## config.mk

```make
export PLATFORM = sky130hd
export DESIGN_NAME = sdm_modulator
export DESIGN_NICKNAME = d
export VERILOG_FILES = /design/src/rtl/sdm_pkg.sv /design/src/rtl/sdm_lfsr15.sv /design/src/rtl/sdm_modulator.sv
export SDC_FILE = /design/constraint.sdc
export NUM_CORES = 1
export LEC_CHECK = 0
export BUFFER_PORTS_ARGS = -buffer_cell sky130_fd_sc_hd__buf_2
export CAP_MARGIN = 20
export CORE_AREA = 5 5 149 151
export CTS_BUF_LIST = sky130_fd_sc_hd__clkbuf_16
export CTS_CLUSTER_DIAMETER = 50
export CTS_CLUSTER_SIZE = 40
export DETAILED_ROUTE_END_ITERATION = 12
export DIE_AREA = 0 0 154 156
export PLACE_DENSITY_LB_ADDON = 0.15
export SYNTH_ARGS = -nofsm -noshare
export SYNTH_HDL_FRONTEND = slang
export SYNTH_HIERARCHICAL = 1
export SYNTH_SLANG_ARGS = --single-unit
```

## constraint.sdc

```tcl
create_clock -name clk -period 13.2 [get_ports clk]
set_input_delay 3.96 -clock clk [delete_from_list [all_inputs] [get_ports clk]]
set_output_delay 3.96 -clock clk [all_outputs]
set_load 0.01 [all_outputs]
```

## src/rtl/sdm_pkg.sv

```systemverilog
// Shared constants and types for the 2nd-order single-bit delta-sigma modulator.
package sdm_pkg;

  localparam int unsigned SDM_W = 24;

  localparam logic signed [SDM_W-1:0] FB_LEVEL = 24'sd32768;
  localparam logic signed [SDM_W-1:0] SAT_MAX  = 24'sd8388607;
  localparam logic signed [SDM_W-1:0] SAT_MIN  = -24'sd8388607;

  localparam logic signed [15:0] CLAMP_HI = 16'sd16383;
  localparam logic signed [15:0] CLAMP_LO = -16'sd16384;

  // Fibonacci x^15 + x^14 + 1: feedback is the XOR of bits 14 and 13.
  localparam logic [14:0] LFSR_SEED = 15'h0001;
  localparam logic [14:0] LFSR_TAPS = 15'h6000;

  typedef enum logic [0:0] {
    ST_RUN   = 1'b0,
    ST_FLUSH = 1'b1
  } sdm_state_e;

endpackage

```

## src/rtl/sdm_lfsr15.sv

```systemverilog
// 15-bit Fibonacci LFSR with enable; only the low bit leaves the block as dither.
module sdm_lfsr15
  import sdm_pkg::*;
(
  input  logic clk_i,
  input  logic rst_ni,
  input  logic en_i,
  output logic lsb_o
);

  logic [14:0] lfsr_q;
  logic [14:0] lfsr_d;
  logic        fb_s;

  always_comb begin
    fb_s = ^(lfsr_q & LFSR_TAPS);
    if (en_i) begin
      lfsr_d = {lfsr_q[13:0], fb_s};
    end else begin
      lfsr_d = lfsr_q;
    end
  end

  always_ff @(posedge clk_i or negedge rst_ni) begin
    if (!rst_ni) begin
      lfsr_q <= LFSR_SEED;
    end else begin
      lfsr_q <= lfsr_d;
    end
  end

  assign lsb_o = lfsr_q[0];

endmodule

```

## src/rtl/sdm_modulator.sv

```systemverilog
// 2nd-order single-bit delta-sigma modulator with clamp, saturating integrators,
// optional LFSR dither and a RUN/FLUSH recovery state machine.
module sdm_modulator
  import sdm_pkg::*;
#(
  parameter int I2_LIMIT  = 1048576,
  parameter int RECOV_LEN = 64,
  parameter int FLUSH_LEN = 16,
  parameter int DITHER_EN = 1
) (
  input  logic               clk,
  input  logic               rst_n,
  input  logic               en,
  input  logic signed [15:0] data_in,
  input  logic               clr_flags,
  output logic               bit_out,
  output logic               clip_flag,
  output logic               sat_flag,
  output logic               recover_pulse
);

  sdm_state_e state_q, state_d;

  logic signed [SDM_W-1:0] i1_q, i1_d;
  logic signed [SDM_W-1:0] i2_q, i2_d;
  logic                    bit_q, bit_d;
  logic                    clip_q, clip_d;
  logic                    sat_q, sat_d;
  logic                    rp_q, rp_d;
  logic [15:0]             ovr_q, ovr_d;
  logic [15:0]             fcnt_q, fcnt_d;

  logic                    lfsr_lsb_s;
  logic signed [SDM_W-1:0] x_s;
  logic signed [SDM_W-1:0] fb_s;
  logic signed [25:0]      sum1_s, sum2_s;
  logic signed [SDM_W-1:0] i1_n_s, i2_n_s;
  logic                    clip_evt_s, sat1_s, sat2_s;
  logic [SDM_W-1:0]        mag_s;
  logic                    over_s;
  logic                    dith_s;
  logic [24:0]             qsum_s;
  logic                    q_bit_s;
  logic                    enter_s;
  logic                    flush_done_s;

  sdm_lfsr15 u_lfsr (
    .clk_i  (clk),
    .rst_ni (rst_n),
    .en_i   (en),
    .lsb_o  (lfsr_lsb_s)
  );

  // Datapath: clamp, two saturating integrators, instability monitor, quantiser.
  always_comb begin
    if (data_in > CLAMP_HI) begin
      x_s        = 24'(CLAMP_HI);
      clip_evt_s = 1'b1;
    end else if (data_in < CLAMP_LO) begin
      x_s        = 24'(CLAMP_LO);
      clip_evt_s = 1'b1;
    end else begin
      x_s        = 24'(data_in);
      clip_evt_s = 1'b0;
    end

    fb_s   = bit_q ? FB_LEVEL : -FB_LEVEL;
    sum1_s = 26'(i1_q) + 26'(x_s) - 26'(fb_s);
    if (sum1_s > 26'(SAT_MAX)) begin
      i1_n_s = SAT_MAX;
      sat1_s = 1'b1;
    end else if (sum1_s < 26'(SAT_MIN)) begin
      i1_n_s = SAT_MIN;
      sat1_s = 1'b1;
    end else begin
      i1_n_s = sum1_s[23:0];
      sat1_s = 1'b0;
    end

    sum2_s = 26'(i2_q) + 26'(i1_n_s) - 26'(fb_s);
    if (sum2_s > 26'(SAT_MAX)) begin
      i2_n_s = SAT_MAX;
      sat2_s = 1'b1;
    end else if (sum2_s < 26'(SAT_MIN)) begin
      i2_n_s = SAT_MIN;
      sat2_s = 1'b1;
    end else begin
      i2_n_s = sum2_s[23:0];
      sat2_s = 1'b0;
    end

    // Saturation is symmetric, so negating i2 can never overflow.
    mag_s   = i2_n_s[23] ? 24'(-i2_n_s) : 24'(i2_n_s);
    over_s  = ({8'd0, mag_s} > 32'(I2_LIMIT));
    dith_s  = (DITHER_EN != 0) ? lfsr_lsb_s : 1'b0;
    qsum_s  = 25'(i2_n_s) - {24'd0, dith_s};
    q_bit_s = ~qsum_s[24];
  end

  always_ff @(posedge clk or negedge rst_n) begin
    if (!rst_n) begin
      state_q <= ST_RUN;
    end else begin
      state_q <= state_d;
    end
  end

  always_comb begin
    state_d      = state_q;
    enter_s      = 1'b0;
    flush_done_s = 1'b0;
    case (state_q)
      ST_RUN: begin
        if (en && over_s && (ovr_q == 16'(RECOV_LEN - 1))) begin
          state_d = ST_FLUSH;
          enter_s = 1'b1;
        end else begin
          state_d = ST_RUN;
        end
      end
      ST_FLUSH: begin
        if (en && (fcnt_q == 16'(FLUSH_LEN - 1))) begin
          state_d      = ST_RUN;
          flush_done_s = 1'b1;
        end else begin
          state_d = ST_FLUSH;
        end
      end
      default: begin
        state_d = ST_RUN;
      end
    endcase
  end

  // Entry into FLUSH parks bit_out at 0 so the flush toggling starts with a 1.
  always_comb begin
    i1_d   = i1_q;
    i2_d   = i2_q;
    bit_d  = bit_q;
    ovr_d  = ovr_q;
    fcnt_d = fcnt_q;
    rp_d   = enter_s;
    if (en) begin
      case (state_q)
        ST_RUN: begin
          if (enter_s) begin
            i1_d   = '0;
            i2_d   = '0;
            bit_d  = 1'b0;
            ovr_d  = '0;
            fcnt_d = '0;
          end else begin
            i1_d  = i1_n_s;
            i2_d  = i2_n_s;
            bit_d = q_bit_s;
            ovr_d = over_s ? (ovr_q + 16'd1) : 16'd0;
          end
        end
        ST_FLUSH: begin
          i1_d   = '0;
          i2_d   = '0;
          bit_d  = ~fcnt_q[0];
          ovr_d  = '0;
          fcnt_d = flush_done_s ? 16'd0 : (fcnt_q + 16'd1);
        end
        default: begin
          i1_d   = '0;
          i2_d   = '0;
          bit_d  = 1'b0;
          ovr_d  = '0;
          fcnt_d = '0;
        end
      endcase
    end else begin
      rp_d = 1'b0;
    end

    // A new event wins over a coincident clear.
    if (en && clip_evt_s) begin
      clip_d = 1'b1;
    end else if (clr_flags) begin
      clip_d = 1'b0;
    end else begin
      clip_d = clip_q;
    end
    if (en && (state_q == ST_RUN) && (sat1_s || sat2_s)) begin
      sat_d = 1'b1;
    end else if (clr_flags) begin
      sat_d = 1'b0;
    end else begin
      sat_d = sat_q;
    end
  end

  always_ff @(posedge clk or negedge rst_n) begin
    if (!rst_n) begin
      i1_q   <= '0;
      i2_q   <= '0;
      bit_q  <= 1'b0;
      clip_q <= 1'b0;
      sat_q  <= 1'b0;
      rp_q   <= 1'b0;
      ovr_q  <= '0;
      fcnt_q <= '0;
    end else begin
      i1_q   <= i1_d;
      i2_q   <= i2_d;
      bit_q  <= bit_d;
      clip_q <= clip_d;
      sat_q  <= sat_d;
      rp_q   <= rp_d;
      ovr_q  <= ovr_d;
      fcnt_q <= fcnt_d;
    end
  end

  assign bit_out       = bit_q;
  assign clip_flag     = clip_q;
  assign sat_flag      = sat_q;
  assign recover_pulse = rp_q;

endmodule
```

==> qor.csv <==
metric,value,unit
outcome,finished clean,
cts_buffers,9,
grt_pass1_wl,50960,um
hold_path.startpoint,i2_q[0],
drt-initial-drc-count,701,
grt_usage,25.67,%
synth_area,0.01009,sq mm
use_met3,2.774,%
cts-hold-fix-buffers,0,
drtAntennaViolNets,0,
nets,1578,
worst-setup-path-type,primary input to register,
antenna_found_initial,0,
antenna-diode-count,0,
grt_busiest_layer,met2,
synth_edf_count,0,
max_slew_margin,36.59,%
max_freq,0.07771,GHz
row_count,53,
dieArea,0.02402,sq mm
path_clk_slew,80,ps
worst_skew_pair.late_latency,370,ps
initial_utilization,48.77,%
avgSynthCellArea,8.131,sq um
core,0.02069,sq mm
fill_cells,1843,
yosys_warnings,6,
cpPeakStageDelay,470,ps
wl_per_cell,18.14,um
setup_ws,332.0,ps
pin_count,24,
synth_top_cell_by_area,dfrtp_1,
max_cap_viol_count,0,
multi_input_area,0.007069,sq mm
post_drt_via_cell_ratio,5.906,
clock_path_buffers,2,
hpwl,24120,um
portBuffers,23,
via_count,10270,
die_x,154,um
start_kind,primary input,
finalSetupViolCount,0,
critPathArrivalTime,13070,ps
cts_tree,built,
synth_flop_cell,dfrtp_1,
use_met1,36.58,%
drt_wl_total,31550,um
drive_gt1_share,26.23,%
hold_viol_final,0,
min_period,12870,ps
place_ws,-521.8,ps
holdCritPathClass,register to register,
post_dp_cell_area,0.01209,sq mm
drc_errors,0,
worst_setup_path_end_kind,register,
overflow,0,
cts_sinks,100,
worstPathRequired,13400,ps
yosysSeqAreaShare,24.81,%
startpoint,data_in[14],
regArea,0.002504,sq mm
grt_max_degree,71,
ys_top_cells_by_area,"dfrtp_1, ha_1, inv_1, a21oi_1, o21ai_0",
yosysTopAreaCellShare,24.55,%
regToRegSetupSlack,3150,ps
firstDrtPassIters,5,
post-route-period-util,97.49,%
hold_path_end,i2_q[0],
rr_worst_depth,43,
syn-instance-count,1241,
regToRegEndpoint,i1_q[10],
cts_root_buf,clkbuf_16,
area.growth.synth_to_final,26.44,%
htree_levels,3,
ys_types,87,
finalWeightedCongestion,1.079,
skew,16.63,ps
fp.dieH,156,um
final_cell_area,0.01276,sq mm
cpMaxStageDelayCell,or4_4,
path_max_fanout,15,
synth_seq_cells,100,
async_flop_share,100.0,%
min_path_cells,1,
cpMostUsedCell,ha_1,
worst_pin_slew,951.1,ps
r2r-start,bit_out,
use_met2,41.16,%
drv_slew,0,
grt_pass1_vias,9902,
syn_nets,1360,
-- cells by family after synthesis --
| family | after synthesis | synth area share (%) |
|---|---|---|
| xor+xnor | 47 | 4.079 |
| fa+ha+maj | 100 | 13.56 |
| compound gates | 399 | 27.87 |
| flops | 100 | 24.81 |
| mux | 21 | 2.616 |
| buf+inv | 203 | 8.072 |
| simple gates | 371 | 18.98 |
-- routing by layer --
layer	share of wire, %	vias up
li1	-	4973
met1	47	4927
met2	46	316
met3	4.6	54
met4	2.4	0
met5	0	-
-- how the worst max path moves through the flow --
stage / depth (start not counted) / to
3_5_place_dp: 51 / fcnt_q[12]
6_report: 49 / i1_q[10]
2_1_floorplan: 51 / ovr_q[10]
3_3_place_gp: 47 / ovr_q[12]
4_1_cts: 52 / ovr_q[7]
5_1_grt: 49 / i1_q[6]
-- cells in the final DEF (no fill, tap or decap), drive strengths merged, types with 12 or more instances in the layout --
cell	Yosys	routed
inv	143	146
nor4	15	15
o31ai	18	18
ha	83	83
nand2	89	89
xor2	14	14
nand2b	16	16
fa	16	16
nand3	38	38
xnor2	33	33
or3	16	16
o22ai	36	36
nor3	39	39
nor2	65	65
o21ai	78	78
buf	17	265
nor2b	19	19
a32o	12	12
and3	21	21
a31oi	23	23
a22o	15	15
dfrtp	99	99
o21a	18	18
and2	12	12
a21oi	81	81
mux2	19	19
a21o	21	21
-- sequential cells by signal, summed over array words and instances (netlist names) --
| signal | flops |
|---|---|
| state_q | 1 |
| i2_q | 24 |
| u_lfsr/lfsr_q | 15 |
| ovr_q | 16 |
| clip_flag | 1 |
| sat_flag | 1 |
| i1_q | 24 |
| bit_out | 1 |
| recover_pulse | 1 |
| fcnt_q | 16 |
-- per-stage QoR --
stage               instances  hold slack (ps)  TNS [ps]  utilization (%)
global route             1739            515.4     -3289            61.67
detailed placement       1713            489.0    -26750            58.45
CTS                      1729            509.2         0            60.05
floorplan                1241            461.2         0                -
finish                   1739            502.9         0            61.67
global placement         1713            480.5    -14610            58.45
-- cell usage after synthesis, drive strengths merged (18+ instances only) --
| master | instances |
|---|---|
| a31oi | 23 |
| and3 | 21 |
| a21o | 21 |
| a21oi | 81 |
| nor2 | 65 |
| o21a | 18 |
| o21ai | 78 |
| dfrtp | 99 |
| clkbuf | 43 |
| ha | 83 |
| o22ai | 36 |
| o31ai | 18 |
| nor3 | 39 |
| mux2 | 19 |
| inv | 143 |
| nand3 | 38 |
| nand2 | 89 |
| nor2b | 19 |
| xnor2 | 33 |
-- worst max-delay path, delay by kind of cell --
kind,cells,cell delay [ps]
AO/OA/AOI/OAI,18,3740
XOR/XNOR,1,160
adder cells (fa/ha/maj),5,1400
buffers and inverters,7,950
multiplexers,1,340
AND/OR/NAND/NOR,17,2490
-- final cells by class --
cell class / instances / share of cell area [%]
clock buffers: 9 / 1.765
inverters: 143 / 4.207
clock inverters: 7 / 0.6080
flip-flops and latches: 100 / 19.62
repair buffers: 267 / 15.69
well taps: 275 / 2.697
multi-input cells: 938 / 55.41
-- what timing repair did --
action | 4_1_cts | 5_1_grt
gates resized for setup | 6 | 53
pin swaps | 0 | 13
setup buffers | 0 | 9
hold endpoints to repair | 0 | 0
setup endpoints to repair | 77 | 83
cloned | 0 | 1
Power is left out: the tool's default activity adds up to more than one toggle a clock period on the data nets, which glitch-free logic cannot reach.
